--- src/rtl/axi_lite_master.sv ---
// axi_lite_master: bridges a held read/write request port to a single-beat AXI4-Lite master.
// Define AXI_CTRL_ERR_EN to add a registered err output flagging a non-OKAY response.
module axi_lite_master #(
    parameter int ADDR_W = 32,
    parameter int DATA_W = 32
) (
    input  logic                clk,
    input  logic                nrst,
    input  logic                read,
    input  logic                write,
    input  logic [ADDR_W-1:0]   addr,
    input  logic [DATA_W-1:0]   store,
    input  logic                done,
    output logic                ready,
    output logic [DATA_W-1:0]   load,
    output logic [ADDR_W-1:0]   awaddr,
    output logic                awvalid,
    input  logic                awready,
    output logic [DATA_W-1:0]   wdata,
    output logic [DATA_W/8-1:0] wstrb,
    output logic                wvalid,
    input  logic                wready,
    input  logic [1:0]          bresp,
    input  logic                bvalid,
    output logic                bready,
    output logic [ADDR_W-1:0]   araddr,
    output logic                arvalid,
    input  logic                arready,
    input  logic [DATA_W-1:0]   rdata,
    input  logic [1:0]          rresp,
    input  logic                rvalid,
    output logic                rready
`ifdef AXI_CTRL_ERR_EN
    ,
    output logic                err
`endif
);
    typedef enum logic [2:0] {IDLE, RADDR, RDATA, WADDR, WRESP, DONE} state_t;
    state_t state;
    logic aw_ok, w_ok;

    assign wstrb = '1;

    always_ff @(posedge clk) begin
        if (!nrst) begin
            state   <= IDLE;
            ready   <= 1'b0;
            load    <= '0;
            awaddr  <= '0;
            awvalid <= 1'b0;
            wdata   <= '0;
            wvalid  <= 1'b0;
            bready  <= 1'b0;
            araddr  <= '0;
            arvalid <= 1'b0;
            rready  <= 1'b0;
            aw_ok   <= 1'b0;
            w_ok    <= 1'b0;
        end else begin
            case (state)
                IDLE: begin
                    aw_ok <= 1'b0;
                    w_ok  <= 1'b0;
                    if (read) begin
                        state   <= RADDR;
                        araddr  <= addr;
                        arvalid <= 1'b1;
                    end else if (write) begin
                        state   <= WADDR;
                        awaddr  <= addr;
                        wdata   <= store;
                        awvalid <= 1'b1;
                        wvalid  <= 1'b1;
                    end
                end
                RADDR: if (arready) begin
                    state   <= RDATA;
                    arvalid <= 1'b0;
                    rready  <= 1'b1;
                end
                RDATA: if (rvalid) begin
                    state  <= DONE;
                    load   <= rdata;
                    rready <= 1'b0;
                    ready  <= 1'b1;
                end
                WADDR: begin
                    // each valid is high exactly while its channel is still unaccepted
                    awvalid <= awvalid & ~awready;
                    wvalid  <= wvalid & ~wready;
                    aw_ok   <= aw_ok | awready;
                    w_ok    <= w_ok | wready;
                    if ((aw_ok | awready) && (w_ok | wready)) begin
                        state  <= WRESP;
                        bready <= 1'b1;
                    end
                end
                WRESP: if (bvalid) begin
                    state  <= DONE;
                    bready <= 1'b0;
                    ready  <= 1'b1;
                end
                DONE: if (done) begin
                    state <= IDLE;
                    ready <= 1'b0;
                end
                default: state <= IDLE;
            endcase
        end
    end

`ifdef AXI_CTRL_ERR_EN
    always_ff @(posedge clk) begin
        if (!nrst) err <= 1'b0;
        else if (state == RDATA && rvalid) err <= rresp != 2'b00;
        else if (state == WRESP && bvalid) err <= bresp != 2'b00;
        else if (state == DONE && done) err <= 1'b0;
    end
`else
    logic unused_resp;
    assign unused_resp = ^{rresp, bresp};
`endif
endmodule

--- config.mk ---
export PLATFORM = sky130hd
export DESIGN_NAME = axi_lite_master
export DESIGN_NICKNAME = d
export VERILOG_FILES = /design/src/rtl/axi_lite_master.sv
export SDC_FILE = /design/constraint.sdc
export NUM_CORES = 1
export LEC_CHECK = 0
export CAP_MARGIN = 20
export CORE_UTILIZATION = 29
export CTS_BUF_LIST = sky130_fd_sc_hd__clkbuf_16
export CTS_CLUSTER_DIAMETER = 30
export DETAILED_ROUTE_END_ITERATION = 12
export GPL_TIMING_DRIVEN = 0
export SYNTH_ARGS = -nofsm -noshare
export SYNTH_HDL_FRONTEND = slang
export SYNTH_SLANG_ARGS = --single-unit
--- constraint.sdc ---
create_clock -name clk -period 2.4 [get_ports clk]
set_input_delay 0.48 -clock clk [delete_from_list [all_inputs] [get_ports clk]]
set_output_delay 0.48 -clock clk [all_outputs]
set_load 0.1 [all_outputs]
==> results of run 1 <==
## cell type report
| type | instances | area (µm²) |
|---|---|---|
| Tap cell | 229 | 287 |
| Timing Repair Buffer | 238 | 2560 |
| Multi-Input combinational cell | 444 | 2310 |
| Buffer | 50 | 259 |
| Sequential cell | 139 | 2780 |
| Inverter | 3 | 11.3 |
| Fill cell | 1809 | 9310 |
| Clock inverter | 12 | 87.6 |
| Clock buffer | 17 | 425 |
## kinds of logic (layout without fill, tap and decap cells)
kind of cell,after synthesis,count (layout)
multiplexers,2,2
buffers and inverters,53,320
AND/OR/NAND/NOR,288,288
flip-flops,139,139
AO/OA/AOI/OAI,150,150
other,1,4
## cells in the mapped netlist (all sizes together)
cell | count | area (µm²)
conb | 1 | 3.75
o211a | 1 | 10.0
nor2b | 2 | 12.5
nor4b | 2 | 17.5
a32oi | 2 | 17.5
o2bb2ai | 1 | 8.76
o22ai | 1 | 6.26
and3 | 1 | 6.26
o21ai | 4 | 20.0
nor3 | 1 | 5.00
clkbuf | 28 | 105
a21oi | 4 | 20.0
dfxtp | 139 | 2780
inv | 3 | 11.3
and3b | 1 | 8.76
a21boi | 130 | 976
mux2i | 2 | 20.0
nand2 | 268 | 1010
a22oi | 1 | 7.51
a21o | 2 | 15.0
nand3 | 2 | 10.0
a211oi | 1 | 12.5
o221a | 3 | 33.8
nand2b | 3 | 18.8
buf | 22 | 154
nor4 | 1 | 21.3
nor2 | 3 | 11.3
and2 | 3 | 20.0
nand3b | 1 | 7.51
## path summary, 6_finish.rpt
check	end	slack [ns]	cells after the start
worst min-delay path	wdata[23]$_SDFFE_PN0P_	0.45	2
worst max-delay path	awaddr[12]	0.03	1
worst max register to register	awaddr[29]$_SDFFE_PN0P_	0.65	6
worst min register to register	wdata[23]$_SDFFE_PN0P_	0.45	2
## per-stage QoR
step	cell area, µm²	setup WS [ns]	hold slack [ns]
6_report	8720	0.0333	0.447
5_1_grt	8720	0.00136	0.465
4_1_cts	8500	0.000129	0.452
3_5_place_dp	8030	0.0498	0.446
3_3_place_gp	8030	0.0641	0.441
2_1_floorplan	5360	0.979	0.471
## sequential cells by signal, summed over array words and instances, names as in the netlist, 3 cells and up
| register | count |
|---|---|
| awaddr | 32 |
| state | 3 |
| araddr | 32 |
| wdata | 32 |
| load | 32 |
## power groups by stage
stage          registers, mW  clock network, mW  logic, mW
2_1_floorplan           5.11                  0       1.09
6_report                2.83               2.35       4.38
5_1_grt                 2.87               2.51       4.62
3_3_place_gp            2.88                  0       4.48
3_5_place_dp            2.90                  0       4.48
4_1_cts                 2.84               2.41       4.44
## layer usage
| layer | GRT usage, % | up-vias | share of wire (%) |
|---|---|---|---|
| met5 | 0 | - | 0 |
| met4 | 4.89 | 0 | 0.90 |
| met3 | 6.77 | 12 | 8.0 |
| met2 | 28.4 | 162 | 46 |
| met1 | 21.5 | 2309 | 45 |
| li1 | - | 2575 | - |
==> results.sh, run 1 <==
export IMPL_fin_skew_ns=0.0107
export IMPL_maxCapViolCount=0
export IMPL_num_antenna_cells=0
export IMPL_wl_per_cell_um=14.7
export IMPL_p_seq_share_pct=29.6
export IMPL_fmaxAchievable_mhz=423
export IMPL_muxShareOfSynthArea_pct=0.374
export IMPL_track_usage_pct=17.5
export IMPL_crit_arrival_ns=1.89
export IMPL_status="completed"
export IMPL_cp_data_required_time_ns=1.92
export IMPL_critPathSlowestCell="clkdlybuf4s50_1"
export IMPL_cp_cell_sequence="clkdlybuf4s50_1"
export IMPL_synth_fa_ha_area_share_pct=0
export IMPL_hold_viol=0
export IMPL_cts_sinks=139
export IMPL_drive_above_1_share_pct=5.87
export IMPL_yosys_area_share_simple_pct=21.4
export IMPL_yosys_area_share_xor_xnor_pct=0
export IMPL_antenna_found_initial=0
export IMPL_synth_top_family_by_area="simple AND/OR/NAND/NOR gates"
export IMPL_cts_htree_levels=4
export IMPL_die_x_um=138
export IMPL_grt_first_pass_wirelength_um=25200
export IMPL_relSlewSlack_pct=31.9
export IMPL_grt_max_degree=17
export IMPL_drt_pass1_iterations=4
export IMPL_setup_violations=0
export IMPL_dieArea_mm2=0.0190
export IMPL_min_path_type="register to register"
export IMPL_syn_area_per_cell_um2=8.45
export IMPL_gr_total_overflow=0
export IMPL_cts_tree="yes"
export IMPL_final_common_cell="nand2_1"
export IMPL_cts_reportedPaths_clkPinSlew_ns=0.06
export IMPL_maxSlewViolCount=0
export IMPL_swShare_pct=46.7
export IMPL_netlist_area_mm2=0.00535
export IMPL_core_area_mm2=0.0180
export IMPL_netSwitchingPower_mw=4.46
export IMPL_dieHeight_um=138
export IMPL_rsz0062_at_grt="false"
export IMPL_powerDensity_mw_per_mm2=1100
export IMPL_post_cts_resized=31
export IMPL_port_buffers=238
export IMPL_vias=5058
export IMPL_tightestPinTransition_ns=1.02
export IMPL_cp_max_fo=2
export IMPL_cts_setup_buffers=0
export IMPL_vias_per_cell=4.47
export IMPL_grt_pass1_vias=4758
export IMPL_p_int_mw=5.10
export IMPL_cp_end_kind="primary output"
export IMPL_crit_family="buffers and inverters"
export IMPL_clkLatencyLatePin_ns=0.42
export IMPL_place_congestion=0.770
export IMPL_ir_worst_vdd_mv=0.546
export IMPL_final_setup_tns_ns=0
export IMPL_rows=49
export IMPL_area_delta_synth_final_pct=62.9
export IMPL_start_kind="register"
export IMPL_ys_warn_count=0
export IMPL_synth_cell_types=33
export IMPL_critPathKind="register to primary output"
export IMPL_fin_util_pct=48.4
export IMPL_final_cell_count_no_fill=1132
export IMPL_power_mw=9.56
export IMPL_drt_iter0_markers=164
export IMPL_min_from="wdata[23]$_SDFFE_PN0P_"
export IMPL_clock_root_buffer="clkbuf_16"
export IMPL_p_comb_share_pct=45.8
export IMPL_io_pins=248
export IMPL_ys_seq_area_share_pct=52.0
export IMPL_wirelength_um=16600
export IMPL_crit_buf_inv=1
export IMPL_rr_startpoint="state[0]$_SDFFE_PN0P_"
export IMPL_crit_start="awaddr[12]$_SDFFE_PN0P_"
export IMPL_drc=0
export IMPL_ant_nets=0
export IMPL_slowest_delay_ns=1.15
export IMPL_p_leak_nw=4.71
export IMPL_dp_cells=1103
export IMPL_clock_path_buffers=2
export IMPL_start_util_pct=29.7
export IMPL_synth_compound_area_share_pct=21.1
export IMPL_ys_ff_latch=139
export IMPL_fin_nets=1003
export IMPL_timing_final_crit_share_pct=98.6
export IMPL_clkPwrFrac_pct=24.6
export IMPL_syn_inst=633
export IMPL_final_cell_mix="nand2_1, dfxtp_1, clkdlybuf4s50_1, dlymetal6s2s_1, a21boi_1"
export IMPL_ctsHoldBuffers=0
export IMPL_cts_buffers_inserted=17
export IMPL_dp_hpwl_um=12100
export IMPL_fin_crit_ns=2.37
(Power assumes the default switching activity.)
==> run 2, diff against run 1 <==
==> constraint.sdc (replaced) <==
create_clock -name clk -period 2.9 [get_ports clk]
set_input_delay 0.58 -clock clk [delete_from_list [all_inputs] [get_ports clk]]
set_output_delay 0.58 -clock clk [all_outputs]
set_load 0.1 [all_outputs]
==> run 2 against run 1 <==
- clock-buffer cell count is the same
- setup slack gained 0.34 ns
- non-clock buffer count is the same
- clock power shrank 17%
- clock skew shrank 0.0017 ns
- sequential share of layout area grew 0.65 points
- final cell count is the same
==> results.sh, run 2 (synthesized netlist as in run 1, its figures left out) <==
export IMPL_area_delta_synth_final_pct=59.7
export IMPL_final_common_cell="nand2_1"
export IMPL_gr_total_overflow=0
export IMPL_num_antenna_cells=0
export IMPL_drc=0
export IMPL_core_area_mm2=0.0180
export IMPL_grt_first_pass_wirelength_um=25200
export IMPL_fin_nets=1003
export IMPL_timing_final_crit_share_pct=87.1
export IMPL_wl_per_cell_um=14.5
export IMPL_ir_worst_vdd_mv=0.456
export IMPL_vias_per_cell=4.47
export IMPL_drt_iter0_markers=182
export IMPL_fmaxAchievable_mhz=396
export IMPL_crit_family="buffers and inverters"
export IMPL_fillers=1813
export IMPL_cts_reportedPaths_clkPinSlew_ns=0.06
export IMPL_clock_root_buffer="clkbuf_16"
export IMPL_wirelength_um=16400
export IMPL_cp_max_fo=3
export IMPL_die_x_um=138
export IMPL_cts_sinks=139
export IMPL_cts_setup_buffers=0
export IMPL_maxSlewViolCount=0
export IMPL_p_leak_nw=3.08
export IMPL_final_setup_tns_ns=0
export IMPL_fin_crit_ns=2.52
export IMPL_post_cts_resized=0
export IMPL_reg2reg_setup_slack_ns=1.16
export IMPL_final_cell_mix="nand2_1, clkdlybuf4s50_1, dfxtp_1, a21boi_1, a21boi_0"
export IMPL_tightestPinTransition_ns=1.03
export IMPL_fin_util_pct=47.4
export IMPL_rows=49
export IMPL_fin_skew_ns=0.00901
export IMPL_start_util_pct=29.7
export IMPL_rsz0062_at_grt="false"
export IMPL_status="completed"
export IMPL_cp_cell_sequence="clkdlybuf4s50_1"
export IMPL_ctsHoldBuffers=0
export IMPL_drive_above_1_share_pct=5.87
export IMPL_drt_pass1_iterations=4
export IMPL_met1_length_um=7240
export IMPL_ant_nets=0
export IMPL_hold_viol=0
export IMPL_io_pins=248
export IMPL_critPathSlowestCell="clkdlybuf4s50_1"
export IMPL_grt_max_degree=17
export IMPL_dieHeight_um=138
export IMPL_cts_buffers_inserted=17
export IMPL_track_usage_pct=17.5
export IMPL_maxCapViolCount=0
export IMPL_fin_hold_ws_ns=0.449
export IMPL_cp_end_kind="primary output"
export IMPL_port_buffers=238
export IMPL_dp_hpwl_um=12100
export IMPL_seqCellArea_mm2=0.00278
export IMPL_cts_tree="yes"
export IMPL_min_path_type="register to register"
export IMPL_powerDensity_mw_per_mm2=933
export IMPL_setup_violations=0
export IMPL_vias=5057
export IMPL_wl_met2_um=7590
export IMPL_place_congestion=0.770
export IMPL_crit_buf_inv=1
export IMPL_grt_pass1_vias=4760
export IMPL_multiInputGateArea_mm2=0.00231
export IMPL_crit_arrival_ns=1.94
export IMPL_cp_data_required_time_ns=2.32
export IMPL_topRoutingLayerUsed="met4"
export IMPL_cts_htree_levels=4
export IMPL_met3_length_um=1460
export IMPL_dieArea_mm2=0.0190
export IMPL_clock_path_buffers=2
export IMPL_antenna_found_initial=0
export IMPL_relSlewSlack_pct=31.1
export IMPL_start_kind="register"
export IMPL_critPathKind="register to primary output"
export IMPL_clkLatencyLatePin_ns=0.42
export IMPL_slowest_delay_ns=1.17
run 2: layout make-up:
class | instances | area share [%]
multi-input combinational | 444 | 27.0
inverter | 3 | 0.132
clock inverter | 12 | 1.03
buffer | 50 | 3.03
clock buffer | 17 | 4.98
sequential | 139 | 32.6
tap | 229 | 3.35
timing repair buffer | 238 | 27.9
run 2: metal layers:
layer / vias up / GRT usage, %
met5: - / 0
met4: 0 / 4.89
met3: 13 / 6.92
met2: 164 / 28.4
met1: 2313 / 21.4
li1: 2567 / -
run 2: final timing paths:
kind	start	to	depth (start not counted)
setup reg to reg	state[0]$_SDFFE_PN0P_	awaddr[2]$_SDFFE_PN0P_	6
setup / recovery	arvalid$_SDFFE_PN0P_	arvalid	1
hold reg to reg	wdata[23]$_SDFFE_PN0P_	wdata[23]$_SDFFE_PN0P_	2
hold / removal	wdata[23]$_SDFFE_PN0P_	wdata[23]$_SDFFE_PN0P_	2
run 2: through the flow:
step           instances  power (mW)  instance area, µm²  setup slack, ns
3_5_place_dp        1103        6.11                8030            0.450
4_1_cts             1132        8.07                8540            0.351
5_1_grt             1132        8.35                8540            0.312
3_3_place_gp        1103        6.09                8030            0.464
6_report            1132        7.97                8540            0.375
2_1_floorplan        636        5.13                5360             1.38
run 2: where the power goes:
group          switching, mW  internal (mW)  total, mW  leakage [nW]
Sequential             0.155           2.19       2.35          1.13
Clock                  0.802           1.14       1.94         0.253
Combinational           2.74          0.935       3.68          1.69
Total                   3.70           4.27       7.97          3.08
==> run 3, diff against run 2 <==
--- a/config.mk
+++ b/config.mk
@@ -5,6 +5,7 @@
 export SDC_FILE = /design/constraint.sdc
 export NUM_CORES = 1
 export LEC_CHECK = 0
+export ABC_CLOCK_PERIOD_IN_PS = 2900
 export CAP_MARGIN = 20
 export CORE_UTILIZATION = 29
 export CTS_BUF_LIST = sky130_fd_sc_hd__clkbuf_16
==> results of run 3 <==
No change in the layout: final DEF, timing and power equal those of run 2.
